--- src/rtl/vx_mem_load_arb_pkg.sv ---
// Shared types and helpers for the memory-loader arbiter.
//   risc_v_data_type_t / risc_v_cacheline_t : payload of one load beat
//   mem_load_arb_state_e                    : arbiter FSM states
//   rr_pick()                               : round-robin next-index select
package vx_mem_load_arb_pkg;

  localparam int VX_MEM_LOAD_MAX_BURST = 16;
  localparam int CACHELINE_W           = 512;
  // rr_pick works on a fixed-width vector so it can serve any arbiter up to
  // this many requesters; callers zero-extend their valid vector.
  localparam int RR_MAX_REQS           = 8;

  typedef enum logic [1:0] {
    DT_INSTR = 2'd0,
    DT_DATA  = 2'd1,
    DT_KARGS = 2'd2,
    DT_RSVD  = 2'd3
  } risc_v_data_type_t;

  typedef logic [CACHELINE_W-1:0] risc_v_cacheline_t;

  typedef enum logic {
    IDLE  = 1'b0,
    GRANT = 1'b1
  } mem_load_arb_state_e;

  // Return the first set bit of valid scanning last+1, last+2, ... modulo
  // num. The scan runs from the farthest candidate to the nearest so the
  // nearest valid index is the one left in pick. Returns last if none valid.
  function automatic logic [2:0] rr_pick(input logic [7:0] valid,
                                         input logic [2:0] last,
                                         input int         num);
    logic [2:0] pick;
    logic [2:0] idx;
    pick = last;
    for (int k = RR_MAX_REQS; k >= 1; k--) begin
      if (k <= num) begin
        idx = 3'((int'(last) + k) % num);
        if (valid[idx]) pick = idx;
      end
    end
    return pick;
  endfunction

endpackage

--- src/rtl/VX_mem_load_if.sv ---
// Handshake between a load producer (master) and the testbench memory
// loader (slave). A beat moves when load_valid && load_ready.
//   load_valid : master has a beat
//   data_type  : kind of image the cacheline belongs to
//   cacheline  : beat payload
//   load_ready : slave accepts the beat this cycle
interface VX_mem_load_if import vx_mem_load_arb_pkg::*; ();
  logic              load_valid;
  risc_v_data_type_t data_type;
  risc_v_cacheline_t cacheline;
  logic              load_ready;

  modport master (output load_valid, output data_type, output cacheline,
                  input  load_ready);
  modport slave  (input  load_valid, input  data_type, input  cacheline,
                  output load_ready);
endinterface

--- src/rtl/vx_rr_pick.sv ---
// Combinational round-robin priority select.
//   valid_i : per-requester request
//   last_i  : index granted most recently (lowest priority next)
//   pick_o  : first valid index after last_i (last_i if none valid)
//   any_o   : at least one requester valid
module vx_rr_pick
  import vx_mem_load_arb_pkg::*;
#(
  parameter int NUM_REQS = 2,
  parameter int IDX_W    = $clog2(NUM_REQS)
) (
  input  logic [NUM_REQS-1:0] valid_i,
  input  logic [IDX_W-1:0]    last_i,
  output logic [IDX_W-1:0]    pick_o,
  output logic                any_o
);

  assign pick_o = IDX_W'(rr_pick(8'(valid_i), 3'(last_i), NUM_REQS));
  assign any_o  = |valid_i;

endmodule

--- src/rtl/vx_mem_load_arb.sv ---
// Round-robin burst arbiter sharing one memory-loader slave among NUM_REQS
// load requesters. A grant lasts until the requester's last beat or until
// MAX_BURST beats have been taken; the outgoing beat sits in a one-entry
// register that drives the master side of load_if.
//   clk, reset    : clock, asynchronous active-high reset
//   req_*         : per-requester valid/ready/last and beat payload
//   load_if       : master side toward the loader
//   busy          : a grant is open or a beat is still waiting to drain
//   grant_id      : current / most recent granted requester
//   xfer_count    : beats accepted by the loader since reset (wraps)
module vx_mem_load_arb
  import vx_mem_load_arb_pkg::*;
#(
  parameter int NUM_REQS  = 2,
  parameter int MAX_BURST = VX_MEM_LOAD_MAX_BURST,
  parameter int CNT_W     = 32,
  parameter int IDX_W     = $clog2(NUM_REQS)
) (
  input  logic                                clk,
  input  logic                                reset,
  input  logic              [NUM_REQS-1:0]    req_valid,
  output logic              [NUM_REQS-1:0]    req_ready,
  input  logic              [NUM_REQS-1:0]    req_last,
  input  risc_v_data_type_t [NUM_REQS-1:0]    req_data_type,
  input  risc_v_cacheline_t [NUM_REQS-1:0]    req_cacheline,
  VX_mem_load_if.master                       load_if,
  output logic                                busy,
  output logic              [IDX_W-1:0]       grant_id,
  output logic              [CNT_W-1:0]       xfer_count
);

  localparam int BCNT_W = (MAX_BURST > 1) ? $clog2(MAX_BURST) : 1;

  mem_load_arb_state_e state_q, state_d;
  logic [IDX_W-1:0]    grant_q, grant_d;
  logic [BCNT_W-1:0]   beat_cnt_q, beat_cnt_d;
  logic                load_valid_q, load_valid_d;
  risc_v_data_type_t   dtype_q, dtype_d;
  risc_v_cacheline_t   cl_q, cl_d;
  logic [CNT_W-1:0]    xfer_q, xfer_d;

  logic [IDX_W-1:0]    pick;
  logic                any_valid;
  logic                slot_free;
  logic                xfer;
  logic                burst_end;

  vx_rr_pick #(
    .NUM_REQS (NUM_REQS),
    .IDX_W    (IDX_W)
  ) u_pick (
    .valid_i (req_valid),
    .last_i  (grant_q),
    .pick_o  (pick),
    .any_o   (any_valid)
  );

  // Output register can take a new beat when empty or draining this cycle.
  assign slot_free = !load_valid_q || load_if.load_ready;
  assign burst_end = req_last[grant_q] ||
                     (beat_cnt_q == BCNT_W'(MAX_BURST - 1));

  always_comb begin
    state_d    = state_q;
    grant_d    = grant_q;
    beat_cnt_d = beat_cnt_q;
    req_ready  = '0;
    xfer       = 1'b0;
    case (state_q)
      IDLE: begin
        // Arbitration bubble: the pick is registered, no beat moves.
        if (any_valid) begin
          grant_d = pick;
          state_d = GRANT;
        end
      end
      GRANT: begin
        // A dropped req_valid only stalls the burst; the grant is kept.
        req_ready[grant_q] = slot_free;
        xfer               = req_valid[grant_q] && slot_free;
        if (xfer) begin
          if (burst_end) begin
            state_d    = IDLE;
            beat_cnt_d = '0;
          end else begin
            beat_cnt_d = beat_cnt_q + 1'b1;
          end
        end
      end
      default: state_d = IDLE;
    endcase
  end

  // Output stage: a capture wins over a drain, so drain+capture in one cycle
  // keeps load_valid high with the new beat. Without a capture the payload
  // is untouched, which keeps it stable while load_ready is low.
  always_comb begin
    load_valid_d = load_valid_q;
    dtype_d      = dtype_q;
    cl_d         = cl_q;
    if (xfer) begin
      load_valid_d = 1'b1;
      dtype_d      = req_data_type[grant_q];
      cl_d         = req_cacheline[grant_q];
    end else if (load_if.load_ready) begin
      load_valid_d = 1'b0;
    end
    xfer_d = xfer_q + CNT_W'(load_valid_q && load_if.load_ready);
  end

  always_ff @(posedge clk or posedge reset) begin
    if (reset) begin
      state_q      <= IDLE;
      grant_q      <= IDX_W'(NUM_REQS - 1);  // requester 0 scanned first
      beat_cnt_q   <= '0;
      load_valid_q <= 1'b0;
      dtype_q      <= DT_INSTR;
      cl_q         <= '0;
      xfer_q       <= '0;
    end else begin
      state_q      <= state_d;
      grant_q      <= grant_d;
      beat_cnt_q   <= beat_cnt_d;
      load_valid_q <= load_valid_d;
      dtype_q      <= dtype_d;
      cl_q         <= cl_d;
      xfer_q       <= xfer_d;
    end
  end

  assign load_if.load_valid = load_valid_q;
  assign load_if.data_type  = dtype_q;
  assign load_if.cacheline  = cl_q;

  assign busy       = (state_q == GRANT) || load_valid_q;
  assign grant_id   = grant_q;
  assign xfer_count = xfer_q;

endmodule

--- src/flat_wrapper.sv ---
// flat-port wrapper written by rule: the top's interface ports become plain ports
module vx_mem_load_arb_flat import vx_mem_load_arb_pkg::*;
#(
  parameter int NUM_REQS  = 2,
  parameter int MAX_BURST = VX_MEM_LOAD_MAX_BURST,
  parameter int CNT_W     = 32,
  parameter int IDX_W     = $clog2(NUM_REQS)
)
  (clk, reset, req_valid, req_ready, req_last, req_data_type, req_cacheline, busy, grant_id, xfer_count, load_if_load_valid, load_if_data_type, load_if_cacheline, load_if_load_ready);
  VX_mem_load_if load_if_i ();
  input  logic clk;
  input  logic reset;
  input  logic              [NUM_REQS-1:0] req_valid;
  output logic              [NUM_REQS-1:0] req_ready;
  input  logic              [NUM_REQS-1:0] req_last;
  input  risc_v_data_type_t [NUM_REQS-1:0] req_data_type;
  input  risc_v_cacheline_t [NUM_REQS-1:0] req_cacheline;
  output logic busy;
  output logic              [IDX_W-1:0] grant_id;
  output logic              [CNT_W-1:0] xfer_count;
  output wire logic [$bits(load_if_i.load_valid)-1:0] load_if_load_valid;
  output wire logic [$bits(load_if_i.data_type)-1:0] load_if_data_type;
  output wire logic [$bits(load_if_i.cacheline)-1:0] load_if_cacheline;
  input wire logic [$bits(load_if_i.load_ready)-1:0] load_if_load_ready;
  assign load_if_load_valid = load_if_i.load_valid;
  assign load_if_data_type = load_if_i.data_type;
  assign load_if_cacheline = load_if_i.cacheline;
  assign load_if_i.load_ready = load_if_load_ready;
  vx_mem_load_arb #(.NUM_REQS(NUM_REQS), .MAX_BURST(MAX_BURST), .CNT_W(CNT_W), .IDX_W(IDX_W)) u_core (.clk(clk), .reset(reset), .req_valid(req_valid), .req_ready(req_ready), .req_last(req_last), .req_data_type(req_data_type), .req_cacheline(req_cacheline), .load_if(load_if_i), .busy(busy), .grant_id(grant_id), .xfer_count(xfer_count));
endmodule
--- config.mk ---
export PLATFORM = sky130hd
export DESIGN_NAME = vx_mem_load_arb_flat
export DESIGN_NICKNAME = d
export VERILOG_FILES = /design/src/rtl/vx_mem_load_arb_pkg.sv /design/src/rtl/VX_mem_load_if.sv /design/src/rtl/vx_rr_pick.sv /design/src/rtl/vx_mem_load_arb.sv /design/src/flat_wrapper.sv
export SDC_FILE = /design/constraint.sdc
export NUM_CORES = 1
export LEC_CHECK = 0
export CAP_MARGIN = 10
export CORE_AREA = 2 2 613 615
export DETAILED_ROUTE_END_ITERATION = 8
export DIE_AREA = 0 0 615 617
export PLACE_DENSITY_LB_ADDON = 0.08
export RECOVER_POWER = 25
export SLEW_MARGIN = 25
export SYNTH_ARGS = -nofsm -noshare
export SYNTH_HDL_FRONTEND = slang
export SYNTH_SLANG_ARGS = --single-unit
export TNS_END_PERCENT = 5
--- constraint.sdc ---
create_clock -name clk -period 31.8 [get_ports clk]
set_input_delay 6.36 -clock clk [delete_from_list [all_inputs] [get_ports clk]]
set_output_delay 6.36 -clock clk [all_outputs]
set_load 0.1 [all_outputs]
==> metrics.sh, run 1 <==
SYNTH.YOSYS.SEQ_AREA_SHARE=0.5494
CTS.HOLD.BUFFERS_ADDED=0
ROW_COUNT=225
CP_TOP_FAMILY='buffers and inverters'
CLK_ROOT_BUFFER_CELL='sky130_fd_sc_hd__clkbuf_16'
CLOCK_TREE.BUFFER_DEPTH=4
ANT_NETS=0
WORST_EP_REQUIRED_TIME_NS=30.96
SW_FRAC_OF_TOTAL=0.6140
NNETSFINAL=4963
IRDROPWORSTVDD_V=0.00005158
SYNTH_AREA_LEADERS='sky130_fd_sc_hd__dfrtp_1 (55%), sky130_fd_sc_hd__mux2i_1 (20%), sky130_fd_sc_hd__nand2_1 (7.8%)'
SYNTHESIS.NETS=3427
SYN_AREA_UM2=25190
CTS.REPAIR.RESIZED=0
FIN_CRIT_SH=0.6448
PWR-SHARE-SEQ=0.188
LEAKAGEPOWER_nW=19.82
GRT_START_MAX_NET_PINS=185
CRIT_FANOUT=106
P_COMB_FRAC=0.654
POSTSYNTH.ASYNCRESETSHARE=1.000
OVERFLOW=0
CP_CELL_SEQUENCE='dlygate4sd3_1, clkinvlp_2, clkbuf_1, clkbuf_1'
YOSYSMOSTFREQUENTCELL='sky130_fd_sc_hd__dfrtp_1'
SLEW_VIOLS_FINAL=397
REPORT.FINAL.HOLD_VIOL_COUNT=0
HOLD_CLASS='register to register'
FINAL_LAYOUT_SIZE_SUFFIX_GT1_FRAC=0.04463
OUTCOME='finished with violations'
MAX_CAP_VIOLATIONS=10
IOPINCOUNT=1586
WORST_SKEW_PAIR.LATE_LATENCY_NS=0.82
CLKTRANSATPATHREGS_NS=0.06
CLK_NETWORK_PWR_SHARE=0.158
LAYOUT-AREA-OVERHEAD-VS-SYNTH_PCT=94.05
FINAL.SETUP_SKEW_NS=0.03486
VIAS_PER_CELL=2.738
ROUTE.DETAILED.DRC=0
STARTING_DENSITY=0.06743
SLOWEST_STAGE='sky130_fd_sc_hd__clkbuf_1'
CORE_AREA_UM2=373600
NUMCTSBUFFERS=95
YS_TOP_CELLS_BY_COUNT='sky130_fd_sc_hd__dfrtp_1 (552), sky130_fd_sc_hd__nand2_1 (523), sky130_fd_sc_hd__mux2i_1 (514)'
HTREE_NUM_LEVELS=3
CRIT_PATH_MAX_INCR_DELAY_NS=5.05
INTERNAL_POWER_mW=2.546
GRT_USE_TOTAL=0.1190
DRTPASS1ITERATIONS=4
TIMING.SETUP.CRITICAL_PATH_CLASS='primary input to asynchronous set/reset pin'
MAX-SLEW-MARGIN-REL=-3.631
GRT_FIRST_PASS_WIRELENGTH_UM=295400
GPL.FINAL_WEIGHTED_CONGESTION=0.8536
SYNTH_LARGEST_TYPE_AREA_FRACTION=0.5483
CLOCK_SINKS=553
UNREPAIRED_SETUP_ENDPOINTS_AFTER_GLOBAL_ROUTING='false'
CRITICAL-PATH-TOP-CELL-BY-COUNT='sky130_fd_sc_hd__clkbuf_1'
WORST_MARGIN_PIN_SLEW_NS=6.947
WORSTSETUPSTARTPOINTTYPE='primary input'
YOSYSTOPAREACELL='sky130_fd_sc_hd__dfrtp_1'
TRITONCTS='built'
FLOORPLAN.DIE_AREA_UM2=379500
P_SW_mW=4.051
DIEWIDTH_UM=615
SYN-INSTANCE-COUNT=2388
GRT_PASS1_VIAS=25806
POST_CTS_BUFFERS=0
VIOLATIONS_IN_THE_FINAL_REPORTS='max-capacitance violations, max-slew violations'
MAX_FREQ_GHz=0.04877
WIRE_PER_INST_UM=25.90
DRT_WL_TOTAL_UM=233200
FINALCOREUTILIZATION=0.1309
BUFFER_PORTS.INSERTED=1585
VIA_COUNT=24661
POWER_DENSITY_nW_PER_UM2=135.0
WP_BUF_INV=4
SETUP_TNS_NS=0
SYNTH-WARNING-COUNT=0
YOSYS_MOST_USED_DFF='sky130_fd_sc_hd__dfrtp_1'
ANTENNA_FOUND_INITIAL=187
SYNTH_ENABLE_FLOP_CELLS=0
ENDPOINT_KIND='asynchronous set/reset pin'
SYNTH-SEQ-CELLS=553
POST-DP-HPWL_UM=194600
CHIPHEIGHT_UM=617
FIRST_ITER_VIOLATIONS=903
SETUP_VIOL=0
CRIT_ARRIVAL_NS=19.66
FINALWORSTPATHREQUIREDPERIOD_NS=20.51
POST_SYNTHESIS_CELL_TYPE_COUNT=38
POST_SYNTHESIS_AREA_PER_INSTANCE_UM2=10.55
==> final timing paths <==
check	start	depth (start not counted)	end	slack [ns]
worst min register to register	u_core.load_if.cacheline[117]	2	u_core.load_if.cacheline[117]	0.47
min in group asynchronous	reset	2	u_core.load_if.cacheline[419]	7.30
worst min-delay path	u_core.load_if.cacheline[117]	2	u_core.load_if.cacheline[117]	0.47
max in group clk	load_if_load_ready	5	req_ready[0]	16.52
worst max-delay path	reset	4	u_core.load_if.cacheline[249]	11.29
worst max register to register	u_core.grant_id	7	u_core.load_if.cacheline[25]	25.22
==> cell usage in the layout, fill, tap and decap left out, drive strengths merged <==
cell,instances
nor4,1
a22o,2
o21a,1
a21oi,1
nor3,1
xor2,4
a21o,1
clkdlybuf4s50,1442
a31oi,2
dfrtp,552
nand2,523
nand2b,3
dlygate4sd3,3
nor2,5
nand4,15
nand4b,1
bufinv,2
or2,1
o32a,1
inv,3
xnor2,26
mux2,3
and4,4
dfstp,1
clkbuf,280
diode,24
o21ai,515
buf,35
nor2b,1
and3,7
ha,4
and2,9
clkinv,8
mux2i,514
nand3,12
clkinvlp,5
==> metal layers <==
layer  up-vias  GRT usage  part of all wire
met3       451    0.04490             0.081
met4        84    0.01943             0.022
met2      1080     0.2278              0.54
met1     11665     0.1232              0.36
met5         -          0            0.0023
li1      11381          -                 -
==> per-stage QoR <==
stage	total power [mW]	instances	setup slack, ns	hold slack, ns	instance area [um2]
6_report	6.597	9006	11.29	0.4721	48880
5_1_grt	6.943	8989	8.359	0.4993	48840
4_1_cts	6.819	8981	16.39	0.4773	49140
3_5_place_dp	5.703	8820	16.39	0.4649	46200
3_3_place_gp	5.764	8820	16.35	0.4624	46700
2_1_floorplan	4.379	2388	9.979	0.4969	25190
==> worst register-to-register path, cell delays in order (launching register included) <==
cell                      delay, ns
sky130_fd_sc_hd__dfstp_4       1.17
sky130_fd_sc_hd__mux2_4        0.36
sky130_fd_sc_hd__nand3_1       1.44
sky130_fd_sc_hd__buf_4         0.82
sky130_fd_sc_hd__buf_4         0.74
sky130_fd_sc_hd__buf_6         0.66
sky130_fd_sc_hd__buf_4         0.92
sky130_fd_sc_hd__o21ai_0       0.28
==> final cells by class <==
cell class                      instances  area, um2
Antenna cell                           24      60.06
Sequential cell                       553      13840
Inverter                                2      8.758
Multi-Input combinational cell       1657      10480
Fill cell                           42491     324700
Clock inverter                         16      181.4
Tap cell                             4994       6248
Timing Repair Buffer                 1615      15300
Clock buffer                          145       2765
==> flip-flops by register name (all words and copies together), names as in the netlist <==
signal                     count
u_core.beat_cnt_q              4
u_core.grant_id                1
u_core.load_if.cacheline     512
u_core.load_if.data_type       2
u_core.load_if.load_valid      1
u_core.state_q                 1
u_core.xfer_count             32
==> cells by family after synthesis <==
kind of cell,count (synthesis),share of synthesized area
compound gates,523,0.1047
xor+xnor,30,0.01043
fa+ha+maj,4,0.001987
buf+inv,178,0.03457
flops,553,0.5494
mux,517,0.2057
simple gates,583,0.09323
==> power by group through the flow <==
stage	clock, mW	combinational (mW)	sequential [mW]
after global routing	1.13	4.52	1.29
after global placement	0	4.51	1.25
final	1.04	4.31	1.24
after CTS	1.12	4.45	1.25
after floorplan	0	0.835	3.54
after detailed placement	0	4.45	1.26
No activity file was read; power rests on OpenSTA's default activity.
==> inputs of run 2 (changes only) <==
--- a/config.mk
+++ b/config.mk
@@ -6,9 +6,9 @@
 export NUM_CORES = 1
 export LEC_CHECK = 0
 export CAP_MARGIN = 10
-export CORE_AREA = 2 2 613 615
+export CORE_AREA = 2 2 618 620
 export DETAILED_ROUTE_END_ITERATION = 8
-export DIE_AREA = 0 0 615 617
+export DIE_AREA = 0 0 620 622
 export PLACE_DENSITY_LB_ADDON = 0.08
 export RECOVER_POWER = 25
 export SLEW_MARGIN = 25
==> constraint.sdc (replaced) <==
create_clock -name clk -period 21 [get_ports clk]
set_input_delay 4.2 -clock clk [delete_from_list [all_inputs] [get_ports clk]]
set_output_delay 4.2 -clock clk [all_outputs]
set_load 0.1 [all_outputs]
==> run 2 against run 1 <==
The flow still finishes with violations (max-capacitance violations, max-slew violations). Flip-flop and latch count stayed put. Critical path depth up 2. Clock power rose by 53%. Final cell count increased by 0.21%. Global-route usage barely moved. Power grew 52%. Sequential share of layout area hardly changed. Critical endpoint is now u_core.load_if.cacheline[274]. Highest routed layer unchanged.
==> metrics.sh, run 2 (synthesis gave the netlist of run 1 again) <==
OUTCOME='finished with violations'
VIOLATIONS_IN_THE_FINAL_REPORTS='max-capacitance violations, max-slew violations'
SLOWEST_STAGE='sky130_fd_sc_hd__clkbuf_1'
CTS.HOLD.BUFFERS_ADDED=0
CLOCK_SINKS=553
CP_TOP_FAMILY='buffers and inverters'
ANTENNA_FOUND_INITIAL=206
DRT_WL_TOTAL_UM=237700
GRT_FIRST_PASS_WIRELENGTH_UM=298400
POST-PLACE-WS_NS=10.32
WORSTSETUPSTARTPOINTTYPE='primary input'
CLOCK_TREE.BUFFER_DEPTH=4
TIMING.FINAL.WS_SETUP_NS=8.181
WORST_EP_REQUIRED_TIME_NS=21.62
LARGEST_REG_FLOPS=512
CP_CELL_SEQUENCE='dlygate4sd3_1, nand2b_1, nand3_1, clkbuf_1, buf_6, o21ai_0'
ROUTE.DETAILED.DRC=0
DRTPASS1ITERATIONS=4
BUFFER_PORTS.INSERTED=1585
NNETSFINAL=4965
PLACED_CELL_COUNT=8847
REPORT.FINAL.HOLD_VIOL_COUNT=0
UNREPAIRED_SETUP_ENDPOINTS_AFTER_GLOBAL_ROUTING='false'
IRDROPWORSTVDD_V=0.00009372
GRT_PASS1_VIAS=25482
MAX-SLEW-MARGIN-REL=-3.585
GPL.FINAL_WEIGHTED_CONGESTION=0.8642
POST_CTS_BUFFERS=0
HOLD_CLASS='register to register'
VIA_COUNT=24563
SETUP_TNS_NS=0
FINAL.SETUP_SKEW_NS=0.05549
SETUP_VIOL=0
FINAL_LAYOUT_SIZE_SUFFIX_GT1_FRAC=0.04463
PLACE_AREA_UM2=46140
STARTING_DENSITY=0.06658
IOPINCOUNT=1586
OVERFLOW=0
ANT_NETS=0
CHIPHEIGHT_UM=622
LEAKAGEPOWER_nW=19.79
VIAS_PER_CELL=2.722
DIEWIDTH_UM=620
FIRST_ITER_VIOLATIONS=965
CRIT_PATH_MAX_INCR_DELAY_NS=4.80
LAYOUTNONFILLERINSTCOUNT=9025
FINALWORSTPATHREQUIREDPERIOD_NS=12.82
FINAL_COMMON_CELL='sky130_fd_sc_hd__clkdlybuf4s50_1'
FIN_CRIT_SH=0.6104
POWER_DENSITY_nW_PER_UM2=205.2
MAX_CAP_VIOLATIONS=13
LAYOUT-AREA-OVERHEAD-VS-SYNTH_PCT=93.74
CTS.REPAIR.RESIZED=0
NUMCTSBUFFERS=93
WORST_MARGIN_PIN_SLEW_NS=6.878
WORST_SKEW_PAIR.LATE_LATENCY_NS=0.78
FINAL_STD_CELL_AREA_NO_FILL_UM2=48810
HTREE_NUM_LEVELS=3
POST-DP-HPWL_UM=200500
TIMING.SETUP.CRITICAL_PATH_CLASS='primary input to register'
TRITONCTS='built'
ROW_COUNT=226
CLK_ROOT_BUFFER_CELL='sky130_fd_sc_hd__clkbuf_16'
FLOORPLAN.DIE_AREA_UM2=385600
CRIT_FANOUT=157
MOST-COMMON-LAYOUT-CELLS='sky130_fd_sc_hd__clkdlybuf4s50_1 (1,426), sky130_fd_sc_hd__dfrtp_1 (552), sky130_fd_sc_hd__nand2_1 (523)'
SLEW_VIOLS_FINAL=485
POWER_mW=10.01
WIRE_PER_INST_UM=26.34
GRT_USE_TOTAL=0.1193
GRT_START_MAX_NET_PINS=199
WP_BUF_INV=3
CLKTRANSATPATHREGS_NS=0.05
CORE_AREA_UM2=378300
MAX_FREQ_GHz=0.07801
ENDPOINT_KIND='register'
CRIT_ARRIVAL_NS=13.43
-- run 2: cell count changes in the layout (fill, tap and decap cells not counted), sizes merged --
cell,before,now
clkinv,8,18
clkdlybuf4s50,1442,1426
clkinvlp,5,3
clkbuf,280,290
buf,35,30
diode,24,21
bufinv,2,5
-- run 2: worst register-to-register path, cell delays in order (launching register included) --
cell and delay, ns:
sky130_fd_sc_hd__dfstp_4 1.06, sky130_fd_sc_hd__buf_4 0.58, sky130_fd_sc_hd__mux2_4 0.37, sky130_fd_sc_hd__nand3_1 1.83
sky130_fd_sc_hd__clkbuf_1 4.81, sky130_fd_sc_hd__buf_6 1.15, sky130_fd_sc_hd__o21ai_0 0.28
-- run 2: report_power, final --
group	internal (mW)	switching [mW]	total (mW)
Sequential	1.58	0.292	1.87
Combinational	1.35	5.21	6.56
Clock	0.941	0.644	1.59
-- run 2: final timing paths --
kind / from / endpoint / slack [ns] / depth (start not counted)
worst max-delay path: load_if_load_ready / u_core.load_if.cacheline[274] / 8.18 / 6
worst min-delay path: u_core.xfer_count[31] / u_core.xfer_count[31] / 0.47 / 1
worst max register to register: u_core.grant_id / u_core.load_if.cacheline[274] / 10.74 / 6
worst min register to register: u_core.xfer_count[31] / u_core.xfer_count[31] / 0.47 / 1
max in group asynchronous: reset / u_core.load_if.cacheline[438] / 9.32 / 4
min in group asynchronous: reset / u_core.xfer_count[29] / 5.28 / 2
-- run 2: area by class of cell --
class / count / area (um2)
antenna: 21 / 52.55
timing repair buffer: 1619 / 15170
inverter: 2 / 8.758
multi-input combinational: 1657 / 10480
clock inverter: 27 / 306.5
clock buffer: 130 / 2668
tap: 5016 / 6276
sequential: 553 / 13840
fill: 43174 / 329500
-- run 2: layer usage --
layer / global-route usage / up-vias / wire, um
li1: - / 11366 / -
met1: 0.1234 / 11572 / 85310
met2: 0.2300 / 1066 / 127600
met3: 0.04380 / 467 / 19620
met4: 0.01680 / 92 / 4507
met5: 0 / - / 607
-- run 2: metrics by stage --
step                      hold slack (ns)  utilization
after floorplan                    0.4969            -
after global placement             0.4617       0.1235
after detailed placement           0.4636       0.1220
after CTS                          0.4757       0.1298
after global routing               0.4877       0.1289
final                              0.4725       0.1290
==> inputs of run 3 (changes only) <==
--- a/config.mk
+++ b/config.mk
@@ -6,9 +6,9 @@
 export NUM_CORES = 1
 export LEC_CHECK = 0
 export CAP_MARGIN = 10
-export CORE_AREA = 2 2 618 620
+export CORE_AREA = 2 2 626 628
 export DETAILED_ROUTE_END_ITERATION = 8
-export DIE_AREA = 0 0 620 622
+export DIE_AREA = 0 0 628 630
 export PLACE_DENSITY_LB_ADDON = 0.08
 export RECOVER_POWER = 25
 export SLEW_MARGIN = 25
==> constraint.sdc (replaced) <==
create_clock -name clk -period 10.5 [get_ports clk]
set_input_delay 2.1 -clock clk [delete_from_list [all_inputs] [get_ports clk]]
set_output_delay 2.1 -clock clk [all_outputs]
set_load 0.1 [all_outputs]
==> run 3 against run 2 <==
The run still ends with max-capacitance violations, max-slew violations left. Non-clock buffer count decreased by 1. Clock power increased by 100%. Sequential power increased by 100%. Clock-buffer cell count increased by 20. Via count increased by 0.38%. Critical path depth decreased by 1. Setup slack got worse by 5.0 ns. Sequential share of layout area decreased by 0.30 points. Critical path type is now primary input to asynchronous set/reset pin. Critical endpoint is now u_core.load_if.cacheline[75]. Largest power group unchanged. Highest routed layer unchanged.
==> metrics.sh, run 3 (synthesis gave the netlist of run 1 again) <==
OVERFLOW=0
FINAL_LAYOUT_SIZE_SUFFIX_GT1_FRAC=0.06755
FIRST_ITER_VIOLATIONS=975
LAYOUT-AREA-OVERHEAD-VS-SYNTH_PCT=95.84
LAYOUTNONFILLERINSTCOUNT=9216
MAX_CAP_VIOLATIONS=7
CRIT_ARRIVAL_NS=8.12
GPL.FINAL_WEIGHTED_CONGESTION=0.8484
FINALWORSTPATHREQUIREDPERIOD_NS=7.324
IRDROPWORSTVDD_V=0.0001437
VIA_COUNT=24657
CLKTRANSATPATHREGS_NS=0.05
ROW_COUNT=229
CLOCK_SINKS=553
VIOLATIONS_IN_THE_FINAL_REPORTS='max-capacitance violations, max-slew violations'
POST_CTS_BUFFERS=0
HTREE_NUM_LEVELS=3
SETUP_TNS_NS=0
ROUTE.DETAILED.DRC=0
TRITONCTS='built'
NUMCTSBUFFERS=95
SLEW_VIOLS_FINAL=135
GRT_FIRST_PASS_WIRELENGTH_UM=299300
POWER_DENSITY_nW_PER_UM2=408.1
IOPINCOUNT=1586
GRT.BUSIEST_LAYER='met2'
CRIT_PATH_MAX_INCR_DELAY_NS=3.88
DRT_WL_TOTAL_UM=238000
GRT_PASS1_VIAS=25202
WORST_SKEW_PAIR.LATE_LATENCY_NS=0.80
TIMING.SETUP.CRITICAL_PATH_CLASS='primary input to asynchronous set/reset pin'
BUFFER_PORTS.INSERTED=1585
MAX-SLEW-MARGIN-REL=-2.735
POWER_mW=20.13
STARTPOINT='reset'
STARTING_DENSITY=0.06489
FF2FF_PATH_DEPTH=7
CHIPHEIGHT_UM=630
CP_CELL_SEQUENCE='dlygate4sd3_1, clkinvlp_4, clkbuf_1, buf_12, buf_4'
ANTENNA_FOUND_INITIAL=195
CLOCK_TREE.BUFFER_DEPTH=4
SLOWEST_STAGE='sky130_fd_sc_hd__clkbuf_1'
WORST_R2R_STARTPOINT='u_core.grant_id'
FLOORPLAN.DIE_AREA_UM2=395600
CLK_ROOT_BUFFER_CELL='sky130_fd_sc_hd__clkbuf_16'
DIEWIDTH_UM=628
ANT_NETS=0
CTS.HOLD.BUFFERS_ADDED=0
POST-DP-HPWL_UM=198900
DRTPASS1ITERATIONS=5
GLOBALROUTEMET1UTIL=0.1234
LEAKAGEPOWER_nW=20.16
GRT_START_MAX_NET_PINS=213
WORST_MARGIN_PIN_SLEW_NS=5.602
CORE_AREA_UM2=388200
SETUP_VIOL=0
VIAS_PER_CELL=2.675
REPORT.FINAL.HOLD_VIOL_COUNT=0
OUTCOME='finished with violations'
WORST_EP_REQUIRED_TIME_NS=11.29
FINAL_COMMON_CELL='sky130_fd_sc_hd__clkdlybuf4s50_1'
UNREPAIRED_SETUP_ENDPOINTS_AFTER_GLOBAL_ROUTING='false'
FINALCOREUTILIZATION=0.1271
HOLD_CLASS='register to register'
NNETSFINAL=4966
ENDPOINT_KIND='asynchronous set/reset pin'
HOLDCRITSTARTPOINT='u_core.load_if.cacheline[94]'
LARGEST_REG_FLOPS=512
PLACED_CELL_COUNT=9025
WORSTSETUPSTARTPOINTTYPE='primary input'
FINAL.SETUP_SKEW_NS=0.04875
CRIT_FANOUT=93
FIN_CRIT_SH=0.6976
MOST-COMMON-LAYOUT-CELLS='sky130_fd_sc_hd__clkdlybuf4s50_1 (1,429), sky130_fd_sc_hd__dfrtp_1 (552), sky130_fd_sc_hd__nand2_1 (523)'
CTS.REPAIR.RESIZED=0
WIRE_PER_INST_UM=25.83
HOLD_PATH_DEPTH=2
MAX_FREQ_GHz=0.1365
MET2_TRACK_DEMAND_OVER_RESOURCE=0.2198
GRT_USE_TOTAL=0.1161
GROUTE.LAYER.MET3.USAGE=0.04393
run 3: cell count changes in the layout (fill, tap and decap cells not counted), moves of 6 or more:
cell                       delta
sky130_fd_sc_hd__o21ai_0     -14
sky130_fd_sc_hd__clkbuf_1    -87
sky130_fd_sc_hd__clkbuf_8     +9
sky130_fd_sc_hd__buf_12       +6
sky130_fd_sc_hd__o21ai_1     +14
sky130_fd_sc_hd__clkinv_2     -8
sky130_fd_sc_hd__buf_2       +86
run 3: final timing paths:
check,end,slack (ns)
worst max-delay path,u_core.load_if.cacheline[75],3.18
worst min-delay path,u_core.load_if.cacheline[94],0.47
worst max register to register,u_core.load_if.cacheline[124],4.86
worst min register to register,u_core.load_if.cacheline[94],0.47
max in group clk,req_ready[0],3.76
min in group asynchronous,u_core.xfer_count[5],4.03
run 3: metal layers:
layer	wire length, um	part of all wire	vias up
met2	126100	0.53	1099
li1	-	-	11365
met1	87610	0.37	11630
met5	555	0.0023	-
met4	4644	0.020	90
met3	19160	0.080	473
run 3: critical path, delay by kind of cell:
kind / cells / cell delay (ns)
buf+inv: 5 / 5.63
run 3: report_power, final:
group | internal, mW | leakage, nW | switching (mW)
sequential | 3.15 | 6.85 | 0.608
combinational | 2.75 | 11.8 | 10.4
clock | 1.91 | 1.50 | 1.31
run 3: through the flow:
stage	setup WS [ns]	hold slack (ns)	area, um2
floorplan	0.8750	0.4969	25200
global placement	3.708	0.4630	47020
detailed placement	3.747	0.4657	46430
CTS	3.747	0.4789	49480
global route	2.249	0.4838	49280
finish	3.176	0.4744	49340
run 3: area by class of cell:
type	count	area (um2)
Antenna cell	22	55.05
Clock buffer	150	2854
Clock inverter	17	190.2
Fill cell	44239	338900
Inverter	2	11.26
Multi-Input combinational cell	1657	10480
Sequential cell	553	13840
Tap cell	5197	6502
Timing Repair Buffer	1618	15400
